**src/rtl/reset_controller.sv**
```systemverilog
// Reset sequencer: stretches external, watchdog and software resets, masks the watchdog
// during a post-reset holdoff window, and locks the system in reset after repeated watchdog trips.
module reset_controller #(
  parameter int unsigned RESET_CYCLES   = 8,
  parameter int unsigned HOLDOFF_CYCLES = 16,
  parameter int unsigned LOCK_THRESH    = 4,
  parameter int unsigned CLEAN_CYCLES   = 64
) (
  input  logic       i_clk,
  input  logic       i_rst,
  input  logic       i_wdt_reset,
  input  logic       i_sw_reset,
  input  logic       i_clear_lockout,
  output logic       o_sys_reset,
  output logic       o_wdt_enable,
  output logic [1:0] o_cause,
  output logic [3:0] o_wdt_count,
  output logic       o_lockout
);

  localparam int unsigned PhaseMax = (RESET_CYCLES > HOLDOFF_CYCLES) ? RESET_CYCLES
                                                                     : HOLDOFF_CYCLES;
  localparam int unsigned PhaseW   = $clog2(PhaseMax + 1);
  localparam int unsigned CleanW   = $clog2(CLEAN_CYCLES + 1);
  localparam int unsigned ConsecW  = $clog2(LOCK_THRESH + 1);

  localparam logic [1:0] CauseExt = 2'b00;
  localparam logic [1:0] CauseWdt = 2'b01;
  localparam logic [1:0] CauseSw  = 2'b10;

  typedef enum logic [1:0] {StReset, StHoldoff, StRun, StLocked} state_e;

  state_e              state_q, state_d;
  logic [PhaseW-1:0]   phase_q, phase_d;
  logic [CleanW-1:0]   clean_q, clean_d;
  logic [ConsecW-1:0]  consec_q, consec_d;
  logic [1:0]          cause_q, cause_d;
  logic [3:0]          wdt_cnt_q, wdt_cnt_d;
  logic                sys_reset_q, wdt_en_q, lockout_q;

  logic [PhaseW-1:0]   phase_inc;
  logic [CleanW-1:0]   clean_inc;
  logic [ConsecW-1:0]  consec_inc;

  assign phase_inc  = phase_q + PhaseW'(1);
  assign clean_inc  = clean_q + CleanW'(1);
  assign consec_inc = consec_q + ConsecW'(1);

  always_comb begin
    state_d   = state_q;
    phase_d   = phase_q;
    clean_d   = clean_q;
    consec_d  = consec_q;
    cause_d   = cause_q;
    wdt_cnt_d = wdt_cnt_q;

    unique case (state_q)
      StReset: begin
        // Requests are ignored here so the stretch can never be extended.
        if (phase_q == PhaseW'(RESET_CYCLES - 1)) begin
          state_d = StHoldoff;
          phase_d = '0;
        end else begin
          phase_d = phase_inc;
        end
      end

      StHoldoff: begin
        if (i_sw_reset) begin
          state_d = StReset;
          phase_d = '0;
          clean_d = '0;
          cause_d = CauseSw;
        end else if (phase_q == PhaseW'(HOLDOFF_CYCLES - 1)) begin
          state_d = StRun;
          phase_d = '0;
        end else begin
          phase_d = phase_inc;
        end
      end

      StRun: begin
        if (i_wdt_reset) begin
          // A simultaneous software request is absorbed into the watchdog event.
          cause_d  = CauseWdt;
          consec_d = consec_inc;
          clean_d  = '0;
          phase_d  = '0;
          if (wdt_cnt_q != 4'hF) begin
            wdt_cnt_d = wdt_cnt_q + 4'd1;
          end
          state_d = (consec_inc == ConsecW'(LOCK_THRESH)) ? StLocked : StReset;
        end else if (i_sw_reset) begin
          cause_d = CauseSw;
          clean_d = '0;
          phase_d = '0;
          state_d = StReset;
        end else if (clean_q != CleanW'(CLEAN_CYCLES)) begin
          clean_d = clean_inc;
          if (clean_inc == CleanW'(CLEAN_CYCLES)) begin
            consec_d = '0;
          end
        end
      end

      StLocked: begin
        if (i_clear_lockout) begin
          state_d  = StReset;
          phase_d  = '0;
          clean_d  = '0;
          consec_d = '0;
        end
      end

      default: begin
        state_d = StReset;
        phase_d = '0;
      end
    endcase
  end

  always_ff @(posedge i_clk) begin
    if (i_rst) begin
      state_q     <= StReset;
      phase_q     <= '0;
      clean_q     <= '0;
      consec_q    <= '0;
      cause_q     <= CauseExt;
      wdt_cnt_q   <= '0;
      sys_reset_q <= 1'b1;
      wdt_en_q    <= 1'b0;
      lockout_q   <= 1'b0;
    end else begin
      state_q     <= state_d;
      phase_q     <= phase_d;
      clean_q     <= clean_d;
      consec_q    <= consec_d;
      cause_q     <= cause_d;
      wdt_cnt_q   <= wdt_cnt_d;
      // Outputs are registered from the next state so they track state_q exactly.
      sys_reset_q <= (state_d == StReset) || (state_d == StLocked);
      wdt_en_q    <= (state_d == StRun);
      lockout_q   <= (state_d == StLocked);
    end
  end

  assign o_sys_reset  = sys_reset_q;
  assign o_wdt_enable = wdt_en_q;
  assign o_cause      = cause_q;
  assign o_wdt_count  = wdt_cnt_q;
  assign o_lockout    = lockout_q;

endmodule

```
**config.mk**
```make
export PLATFORM = sky130hd
export DESIGN_NAME = reset_controller
export DESIGN_NICKNAME = d
export VERILOG_FILES = /design/src/rtl/reset_controller.sv
export SDC_FILE = /design/constraint.sdc
export NUM_CORES = 1
export LEC_CHECK = 0
export BUFFER_PORTS_ARGS = -buffer_cell sky130_fd_sc_hd__buf_2
export CAP_MARGIN = 20
export CORE_MARGIN = 1
export CORE_UTILIZATION = 40
export CTS_CLUSTER_SIZE = 14
export DETAILED_ROUTE_END_ITERATION = 7
export GPL_TIMING_DRIVEN = 1
export PLACE_DENSITY = 0.65
export RECOVER_POWER = 25
export SLEW_MARGIN = 5
export SYNTH_ARGS = -nofsm -noshare
export SYNTH_HDL_FRONTEND = slang
export SYNTH_SLANG_ARGS = --single-unit
```
**constraint.sdc**
```tcl
create_clock -name i_clk -period 3.6 [get_ports i_clk]
set_clock_uncertainty 0.15 [all_clocks]
set_input_delay 0.36 -clock i_clk [delete_from_list [all_inputs] [get_ports i_clk]]
set_output_delay 0.36 -clock i_clk [all_outputs]
set_load 0.02 [all_outputs]
```
# == After elaboration in Yosys (flattened, before gate mapping) ==
# Index checks and enable logic that the tools add are counted.
# classes
add_sub_neg,4
n_eq_ne,18
mux,30
reduce_logical,10
# op_table
operator,n
two-way mux 7 bit,5
two-way mux 5 bit,6
one-hot mux 7 bit (3 select lines),1
one-hot mux 5 bit (4 select lines),1
two-way mux 2 bit,9
two-way mux 3 bit,5
!= test 3 bit (second input constant),4
equality test 2 bit (second input constant),4
!= test 4 bit (second input constant),2
one-hot mux 2 bit (4 select lines),1
adder 7 x 1 -> 7 bit (second input constant),1
equality test 7 bit (second input constant),1
!= test 7 bit (second input constant),1
one-hot mux 3 bit (2 select lines),1
adder 5 x 1 -> 5 bit (second input constant),1
equality test 5 x 3 -> 1 bit (second input constant),1
equality test 5 x 4 -> 1 bit (second input constant),1
AND reduction 5 bit,1
adder 4 x 1 -> 4 bit (second input constant),1
logical NOT 2 bit,2
!= test 2 bit (second input constant),2
one-hot mux 2 bit (2 select lines),1
AND reduction 4 bit,1
nonzero test 2 bit,2
other kinds (7),7
# word_totals
register_bits,26
in_bits,5
output_inout_bits,9

# == Logic depth before layout (Yosys ltp) ==
# Gate-level depths: netlist of the first run.
# logic_depth
word_depth,7
mapped_depth,9

# == Worst setup path after synthesis of the first run ==
# Ideal clock, no wire load.
# synth_timing
path_type,register to register
start,reg phase_q[0]
end,"reg sys_reset_q, in the netlist o_sys_reset"
arrival_ps,1954
t_required_ps,3327
path_slack_ps,1372
stages_incl_launch_ff,10
period_less_slack_ps,2228
path_cell_list,dfxtp_1 > ha_1 > nand3_1 > inv_1 > ha_1 > o22ai_1 > a21oi_1 > or2_2 > ha_1 > or2_2
# synth_between
elab_chain_cells,6
elab_cells_between_ends,9
cone_classes,eq/ne: 3; mux: 4; reduce/logical: 2
# synth_lines
item,line,text
from (decl),34,"logic [PhaseW-1:0] phase_q, phase_d;"
from (signal assigned),135,phase_q <= phase_d;
equality test 5 x 4 -> 1 bit,74,end else if (phase_q == PhaseW'(HOLDOFF_CYCLES - 1)) begin
two-way mux 2 bit,74,
two-way mux 2 bit,69,if (i_sw_reset) begin
one-hot mux 2 bit (4 select lines) (*),57,unique case (state_q)
equality test 2 bit or logical NOT 2 bit (tied branches),141,sys_reset_q <= (state_d == StReset) || (state_d == StLocked);
logical OR 1 bit (*),141,
to (signal assigned),141,
to (decl),39,"logic sys_reset_q, wdt_en_q, lockout_q;"
# Mark *: on every way between the ends. The rest lies on a longest branch, timed or not.
# A chain may end at the register's enable or synchronous reset.

# == Final worst setup path of the first run ==
# Same ends and word-level chain as after synthesis.

==> flow_summary.ini, run 1 <==
[outcome]
status = finished, final reports clean

[synth]
syn_inst = 191
synth_mux_area_frac = 0.0132
synth_common_cells = dfxtp_1 (26), inv_1 (18), nor2_1 (16)
synthTopCellsByArea = dfxtp_1 (32%), ha_1 (11%), inv_1 (4.2%)
ys_seq_area_frac = 0.322
synth_compound_area_frac = 0.210
yosysWarnings = 0
synthAdderAreaFrac = 0.109
synth-simple-area-share = 0.249
yosysUniqueCellTypes = 52
synth_edf_count = 0
yosysMostFrequentCell = dfxtp_1
synth_top_area_share = 0.322
synth-seq-cells = 26
yosys.area_share.xor_xnor = 0.0326
synth-main-ff-cell = dfxtp_1
postSynth.asyncResetShare = 0
synth.avg_cell_area_um2 = 8.45
synth_fp_nets = 210
synth_top_family_by_area = simple AND/OR/NAND/NOR gates
yosysTopAreaCell = dfxtp_1
synth_area_um2 = 1610

[setup_path]
endpoint_kind = flop
critPathLaunch = phase_q[0]
cp_slowest_cell = dfxtp_1
r2r_cells = 9
startpoint_type = flop
reg2reg_from = phase_q[0]
cp_max_fo = 4
cp_common_cell = ha_1
reg2reg_to = o_sys_reset
cp.arrival_ps = 2390
worstSetupPathType = reg -> reg
crit_path_cell_trace = ha_1 > nand3_1 > inv_1 > ha_1 > o22ai_1 > a21oi_1 > or2_2 > ha_1 > or2_2
critical_path_required_ps = 3610
max_stage_delay_ps = 340
r2r_slack_ps = 1220

[final_layout]
final_core_util = 0.468
n_fill_cell = 392
nNetsFinal = 222
final-seq-area_um2 = 520
post-route-cell-area_um2 = 1760
drive_gt1_frac = 0.0941
syn2layout_area_growth_pct = 9.30
multi_input_area_um2 = 990
diodes = 0

[hold_path]
min_path_cells = 2
hp-class = in -> reg
hp-start = i_wdt_reset
hold_path_end = o_cause[1]

[routing]
dr.pass1.iters = 4
drc_errors = 0
wl_um = 3140
num_vias = 1376
ant_nets = 0
detail_route.wl_per_cell_um = 12.6
drt_first_iter_violations = 122
via_per_inst = 5.50

[clocking]
cts_buffers = 3
htreeDepth = 1
clock-root-buffer = clkbuf_8
clockBufferDepth = 2
insertion_delay_ps = 270
cts_tree = yes
cts_setup_buffers = 0
cts.clk_slew.worst_paths_ps = 90
cts-resized-gates = 0
cts_sinks = 26
cts_hold_buf = 0

[timing]
rsz0062_at_grt = no
max_freq_mhz = 420
setup_viol = 0
holdWs_ps = 284
tightest_slew_ps = 405
finalMaxSlewViolations = 0
finalSetupTns_ps = 0
post-route-min-period_ps = 2380
finalHoldViolations = 0
fin_crit_sh = 0.661
slew_headroom = 0.723

[power_and_ir_drop]
peakVddDrop_mv = 0.332
clkPwrFrac = 0.264
p_per_area_nw_per_um2 = 518
total_power_uw = 915
combPwrFrac = 0.350
switching_power_uw = 314
p_int_uw = 601
p_leak_nw = 0.672
seqPwrFrac = 0.386
p_sw_frac = 0.343

[flow_run]
maxCapViolations = 0

[placed_design]
dp_hpwl_um = 2320
place_area_um2 = 1700
numPortBuffers = 13
place_congestion = 0.946

[global_routing]
gr-total-overflow = 0
grt_max_degree = 24
grt_pass1_wl_um = 5380
grt_pass1_vias = 1163
antenna_found_initial = 0
track_usage = 0.159

[die]
die_area_um2 = 4290
die_y_um = 65.5
ioPinCount = 14
rows = 22
core_area_um2 = 3770
die_x_um = 65.5
start_util = 0.428
metal layers:
metal	wire length (um)	global-route usage	vias to the layer above
met4	18	0.0326	0
met5	0	0	-
li1	-	-	716
met2	1350	0.249	35
met3	150	0.0382	4
met1	1620	0.220	621
how the worst max path moves through the flow:
stage,slack (ps),to
after floorplan,1370,o_sys_reset
after global placement,1240,o_sys_reset
after detailed placement,1240,o_sys_reset
after CTS,1220,o_sys_reset
after global routing,1040,o_sys_reset
final,1220,o_sys_reset
cells in the final DEF (no fill, tap or decap), types with 3 or more instances in the layout:
cell      netlist  layout
clkbuf_8        0       3
nor3_1          5       5
nor2_1         16      16
buf_2           2       5
a21oi_1        10      10
nor2b_1         5       5
ha_1           14      14
inv_1          18      18
nand2_1        12      12
clkbuf_1        2       8
xor2_1          3       3
nand4_1         3       3
dfxtp_1        26      26
o21ai_0         7       7
o22ai_1         3       3
a31oi_1         3       3
xnor2_1         3       3
nand3_1        12      12
a311oi_1        4       4
area by class of cell:
cell class                      count  share of cell area
Clock buffer                        3              0.0234
Inverter                           18              0.0383
Sequential cell                    26               0.295
Clock inverter                      1              0.0170
Timing Repair Buffer               13              0.0312
Tap cell                           48              0.0340
Multi-Input combinational cell    141               0.561
state kept, by name, summed over array words and instances (netlist names), 2 cells and up:
name	cells
o_cause	2
phase_q	5
state_q	2
clean_q	7
o_wdt_count	4
consec_q	3
through the flow:
step                      instances  worst slack, ps
after floorplan                 191             1370
after global placement          246             1240
after detailed placement        246             1240
after CTS                       250             1220
after global routing            250             1040
final                           250             1220
critical path, delay by kind of cell (launching register included):
family                     cells  cell delay [ps]
AOI/OAI and AO/OA              2              320
adders and majority gates      3              730
buffers and inverters          1               50
DFF                            1              340
and+or+nand+nor                3              680
power by group through the flow:
stage          Sequential [mW]  Clock, mW  Combinational (mW)
6_report                 0.353      0.241               0.320
5_1_grt                  0.359      0.266               0.368
4_1_cts                  0.353      0.253               0.326
3_5_place_dp             0.359          0               0.324
3_3_place_gp             0.358          0               0.323
2_1_floorplan            0.374          0               0.241
cells by family after synthesis:
family | Yosys count
mux | 2
xor+xnor | 6
buf+inv | 24
fa+ha+maj | 14
simple gates | 71
compound gates | 48
flops | 26
No activity file was read; power rests on OpenSTA's default activity.
==> run 2: changes to the inputs <==
Clock period 3.6 ns to 2.5 ns, I/O delays scaled along.
==> run 2 against run 1 <==
  * Clock-buffer cell count grew 1
  * Routed wire length is 2.2% higher
  * First-iteration DRC count is 31% lower
  * Final cell count grew 0.40%
  * Global-route usage is 0.55 points higher
  * Via count grew 0.44%
  * Cell area fell by 0.50%
  * Worst hold slack worse by 120 ps
  * Critical endpoint unchanged
==> flow_summary.ini, run 2 (synthesis gave the netlist of run 1 again) <==
[timing]
finalSetupTns_ps = 0
rsz0062_at_grt = no
finalHoldViolations = 0
tightest_slew_ps = 439
max_freq_mhz = 426
fin_crit_sh = 0.938
setup_viol = 0
slew_headroom = 0.708
finalMaxSlewViolations = 0
post-route-min-period_ps = 2350

[power_and_ir_drop]
clkPwrFrac = 0.220
peakVddDrop_mv = 0.405
p_leak_nw = 0.670
p_sw_frac = 0.363
combPwrFrac = 0.371
switching_power_uw = 453
total_power_mw = 1.25
p_int_uw = 796
p_per_area_nw_per_um2 = 712
seqPwrFrac = 0.409

[flow_run]
maxCapViolations = 0

[global_routing]
grt_pass1_vias = 1263
grt_pass1_wl_um = 5480
antenna_found_initial = 0
gr-total-overflow = 0
grt_max_degree = 24
track_usage = 0.164

[setup_path]
critical_path_required_ps = 2520
r2r_cells = 9
r2r_slack_ps = 150
reg2reg_from = phase_q[0]
cp.arrival_ps = 2360
reg2reg_to = o_sys_reset
endpoint_kind = flop
startpoint_type = flop
worstSetupPathType = reg -> reg
cp_max_fo = 4

[clocking]
cts_hold_buf = 0
cts.clk_slew.worst_paths_ps = 90
cts-resized-gates = 0
clock-root-buffer = clkbuf_8
clockBufferDepth = 2
cts_buffers = 3
insertion_delay_ps = 270
cts_sinks = 26
htreeDepth = 1
cts_setup_buffers = 0
cts_tree = yes

[routing]
drt_first_iter_violations = 84
detail_route.wl_per_cell_um = 12.8
num_vias = 1382
dr.pass1.iters = 4
wl_um = 3210
via_per_inst = 5.51
drc_errors = 0
ant_nets = 0

[hold_path]
hp-class = in -> reg
hold_path_end = o_cause[1]
min_path_cells = 2
hp-start = i_wdt_reset

[die]
core_area_um2 = 3770
start_util = 0.428
die_x_um = 65.5
die_y_um = 65.5
ioPinCount = 14
rows = 22
die_area_um2 = 4290

[final_layout]
syn2layout_area_growth_pct = 8.76
diodes = 0
final_cell_mix = dfxtp_1 (26), inv_1 (18), nor2_1 (16)
largest_register_ffs = 7
n_fill_cell = 357
nNetsFinal = 223
drive_gt1_frac = 0.0985
final_common_cell = dfxtp_1
post-route-cell-area_um2 = 1760
regMostFlops = clean_q

[placed_design]
place_congestion = 0.856
numPortBuffers = 13
dp_hpwl_um = 2310
place_area_um2 = 1710

[outcome]
status = finished, final reports clean
[run 2: worst max-delay path by stage]
stage	cells after the start	slack, ps	endpoint	start
after CTS	9	150	o_sys_reset	phase_q[0]
after detailed placement	9	170	o_sys_reset	phase_q[0]
after global placement	9	210	o_sys_reset	phase_q[0]
final	9	150	o_sys_reset	phase_q[0]
after floorplan	9	270	o_sys_reset	phase_q[0]
after global routing	9	10	o_sys_reset	phase_q[0]
[run 2: routing by layer]
metal / global-route usage / share of wire / vias to the layer above
met5: 0 / 0 / -
met2: 0.276 / 0.45 / 31
met1: 0.200 / 0.50 / 634
li1: - / - / 715
met4: 0.0571 / 0.0090 / 0
met3: 0.0451 / 0.040 / 2
[run 2: area by class of cell]
type                            count  area (um^2)  area share
Multi-Input combinational cell    141          990       0.564
Sequential cell                    26          520       0.297
Inverter                           18         67.6      0.0385
Timing Repair Buffer               14         62.6      0.0356
Tap cell                           48         60.1      0.0342
Clock buffer                        4         55.1      0.0314
[run 2: worst max-delay path: stages, from the launching register on]
cell and delay (ps):
dfxtp_1 340, ha_1 240, nand3_1 120, inv_1 50
ha_1 210, o22ai_1 170, a21oi_1 110, or2_2 300
ha_1 280, or2_2 260
[run 2: stage by stage]
step / utilization / hold WS [ps] / setup WS, ps / instances
2_1_floorplan: - / 215 / 272 / 191
3_3_place_gp: 0.454 / 319 / 210 / 247
3_5_place_dp: 0.454 / 321 / 169 / 247
4_1_cts: 0.468 / 163 / 150 / 251
5_1_grt: 0.465 / 184 / 11.6 / 251
6_report: 0.465 / 169 / 154 / 251
[run 2: power groups by stage]
| stage | clock network [mW] | registers, mW | logic, mW |
|---|---|---|---|
| final | 0.275 | 0.511 | 0.464 |
| after global routing | 0.300 | 0.519 | 0.540 |
| after CTS | 0.288 | 0.510 | 0.473 |
| after detailed placement | 0 | 0.519 | 0.472 |
| after global placement | 0 | 0.517 | 0.469 |
| after floorplan | 0 | 0.538 | 0.348 |
==> run 3: changes to the inputs <==
Settings changed: CORE_ASPECT_RATIO set to 1.4.
==> run 3 against run 2 <==
  * Die area is essentially flat
  * Worst setup slack worse by 5.7 ps
  * Sequential power barely moved
  * Sequential share of layout area increased by 0.11 points
  * Combinational power is 2% higher
  * Maximum frequency fell by 0.24%
  * Non-clock buffer count unchanged
  * Routed wire length increased by 2.1%
  * Core utilization decreased by 1.5 points
  * Power up 0.81%
  * Clock power hardly changed
  * Critical path type unchanged
  * Largest power group unchanged
==> flow_summary.ini, run 3 (synthesis gave the netlist of run 1 again) <==
[final_layout]
drive_gt1_frac = 0.0985
syn2layout_area_growth_pct = 8.37
nNetsFinal = 223
final_common_cell = dfxtp_1
largest_register_ffs = 7
final_cell_mix = dfxtp_1 (26), inv_1 (18), nor2_1 (16)
diodes = 0
n_fill_cell = 395
regMostFlops = clean_q

[clocking]
cts_buffers = 3
cts_setup_buffers = 0
clock-root-buffer = clkbuf_8
cts_tree = yes
cts_hold_buf = 0
cts.clk_slew.worst_paths_ps = 100
cts_sinks = 26
insertion_delay_ps = 270
htreeDepth = 1
cts-resized-gates = 0
clockBufferDepth = 2

[power_and_ir_drop]
p_leak_nw = 0.670
peakVddDrop_mv = 0.561
total_power_mw = 1.26
p_per_area_nw_per_um2 = 720

[timing]
post-route-min-period_ps = 2350
setup_viol = 0
max_freq_mhz = 425
finalSetupTns_ps = 0
finalMaxSlewViolations = 0
fin_crit_sh = 0.941
finalHoldViolations = 0
rsz0062_at_grt = no
slew_headroom = 0.704
tightest_slew_ps = 441

[routing]
drc_errors = 0
wl_met1_um = 1520
ant_nets = 0
met3_wirelength_um = 57
drt_first_iter_violations = 18
dr.pass1.iters = 4
wl_met2_um = 1670
highest_layer = met4
wl_um = 3280
detail_route.wl_per_cell_um = 13.3
via_per_inst = 5.66
num_vias = 1392

[placed_design]
dp_hpwl_um = 2480
numPortBuffers = 13
place_congestion = 0.867

[die]
core_area_um2 = 3880
ioPinCount = 14
rows = 27
die_x_um = 55.7
start_util = 0.415
die_y_um = 77.2
die_area_um2 = 4300

[setup_path]
max_stage_delay_ps = 340
r2r_slack_ps = 150
cp_max_fo = 4
critical_path_required_ps = 2510
r2r_cells = 9
cp.arrival_ps = 2360
reg2reg_from = phase_q[0]
crit_path_cell_trace = ha_1 > nand3_1 > inv_1 > ha_1 > o22ai_1 > a21oi_1 > or2_2 > ha_1 > or2_2
startpoint_type = flop
reg2reg_to = o_sys_reset
endpoint_kind = flop
worstSetupPathType = reg -> reg
cp_slowest_cell = dfxtp_1
cp_common_cell = ha_1

[hold_path]
hold_path_end = o_cause[1]
hp-start = i_wdt_reset
hp-class = in -> reg
min_path_cells = 2

[global_routing]
grt_pass1_vias = 1359
gr-total-overflow = 0
antenna_found_initial = 0
grt_max_degree = 24
grt_pass1_wl_um = 5930
track_usage = 0.167

[outcome]
status = finished, final reports clean

[flow_run]
maxCapViolations = 0
## run 3: cell counts in the layout (fill, tap and decap cells not counted)
No cell type changed its count.
## run 3: worst max-delay path by stage
stage | start | end | slack, ps | cells past startpoint
after floorplan | phase_q[0] | o_sys_reset | 270 | 9
after global placement | phase_q[0] | o_sys_reset | 210 | 9
after detailed placement | phase_q[0] | o_sys_reset | 170 | 9
after CTS | phase_q[0] | o_sys_reset | 150 | 9
after global routing | phase_q[0] | o_sys_reset | 20 | 9
final | phase_q[0] | o_sys_reset | 150 | 9
## run 3: report_power, final
group | leakage (nW) | total, mW | switching (mW) | internal (mW)
clock | 0.0288 | 0.276 | 0.135 | 0.141
combinational | 0.430 | 0.474 | 0.285 | 0.189
sequential | 0.211 | 0.509 | 0.0409 | 0.468
total | 0.670 | 1.26 | 0.462 | 0.798
## run 3: final cells by class
cell class	instances	area, um^2	share of cell area
multi-input combinational	141	990	0.566
sequential	26	520	0.298
inverter	18	67.6	0.0386
timing repair buffer	14	62.6	0.0358
clock buffer	4	55.1	0.0315
tap	43	53.8	0.0308
## run 3: metal layers
metal	vias up	global-route usage
met5	-	0
met3	2	0.0169
met4	0	0.0650
li1	718	-
met1	658	0.197
met2	14	0.305
## run 3: stage by stage
| step | instance area (um^2) | hold WS, ps | cells | worst slack, ps | utilization |
|---|---|---|---|---|---|
| finish | 1750 | 170 | 246 | 149 | 0.450 |
| global route | 1750 | 210 | 246 | 23.9 | 0.450 |
| CTS | 1760 | 168 | 246 | 149 | 0.453 |
| detailed placement | 1700 | 324 | 242 | 171 | 0.439 |
| global placement | 1700 | 314 | 242 | 209 | 0.439 |
| floorplan | 1610 | 215 | 191 | 272 | - |
## run 3: critical path: cells and delay by family, from the launching register on
family | cells | cell delay (ps)
buffers and inverters | 1 | 50
DFF | 1 | 340
adders and majority gates | 3 | 740
and+or+nand+nor | 3 | 680
AOI/OAI and AO/OA | 2 | 280
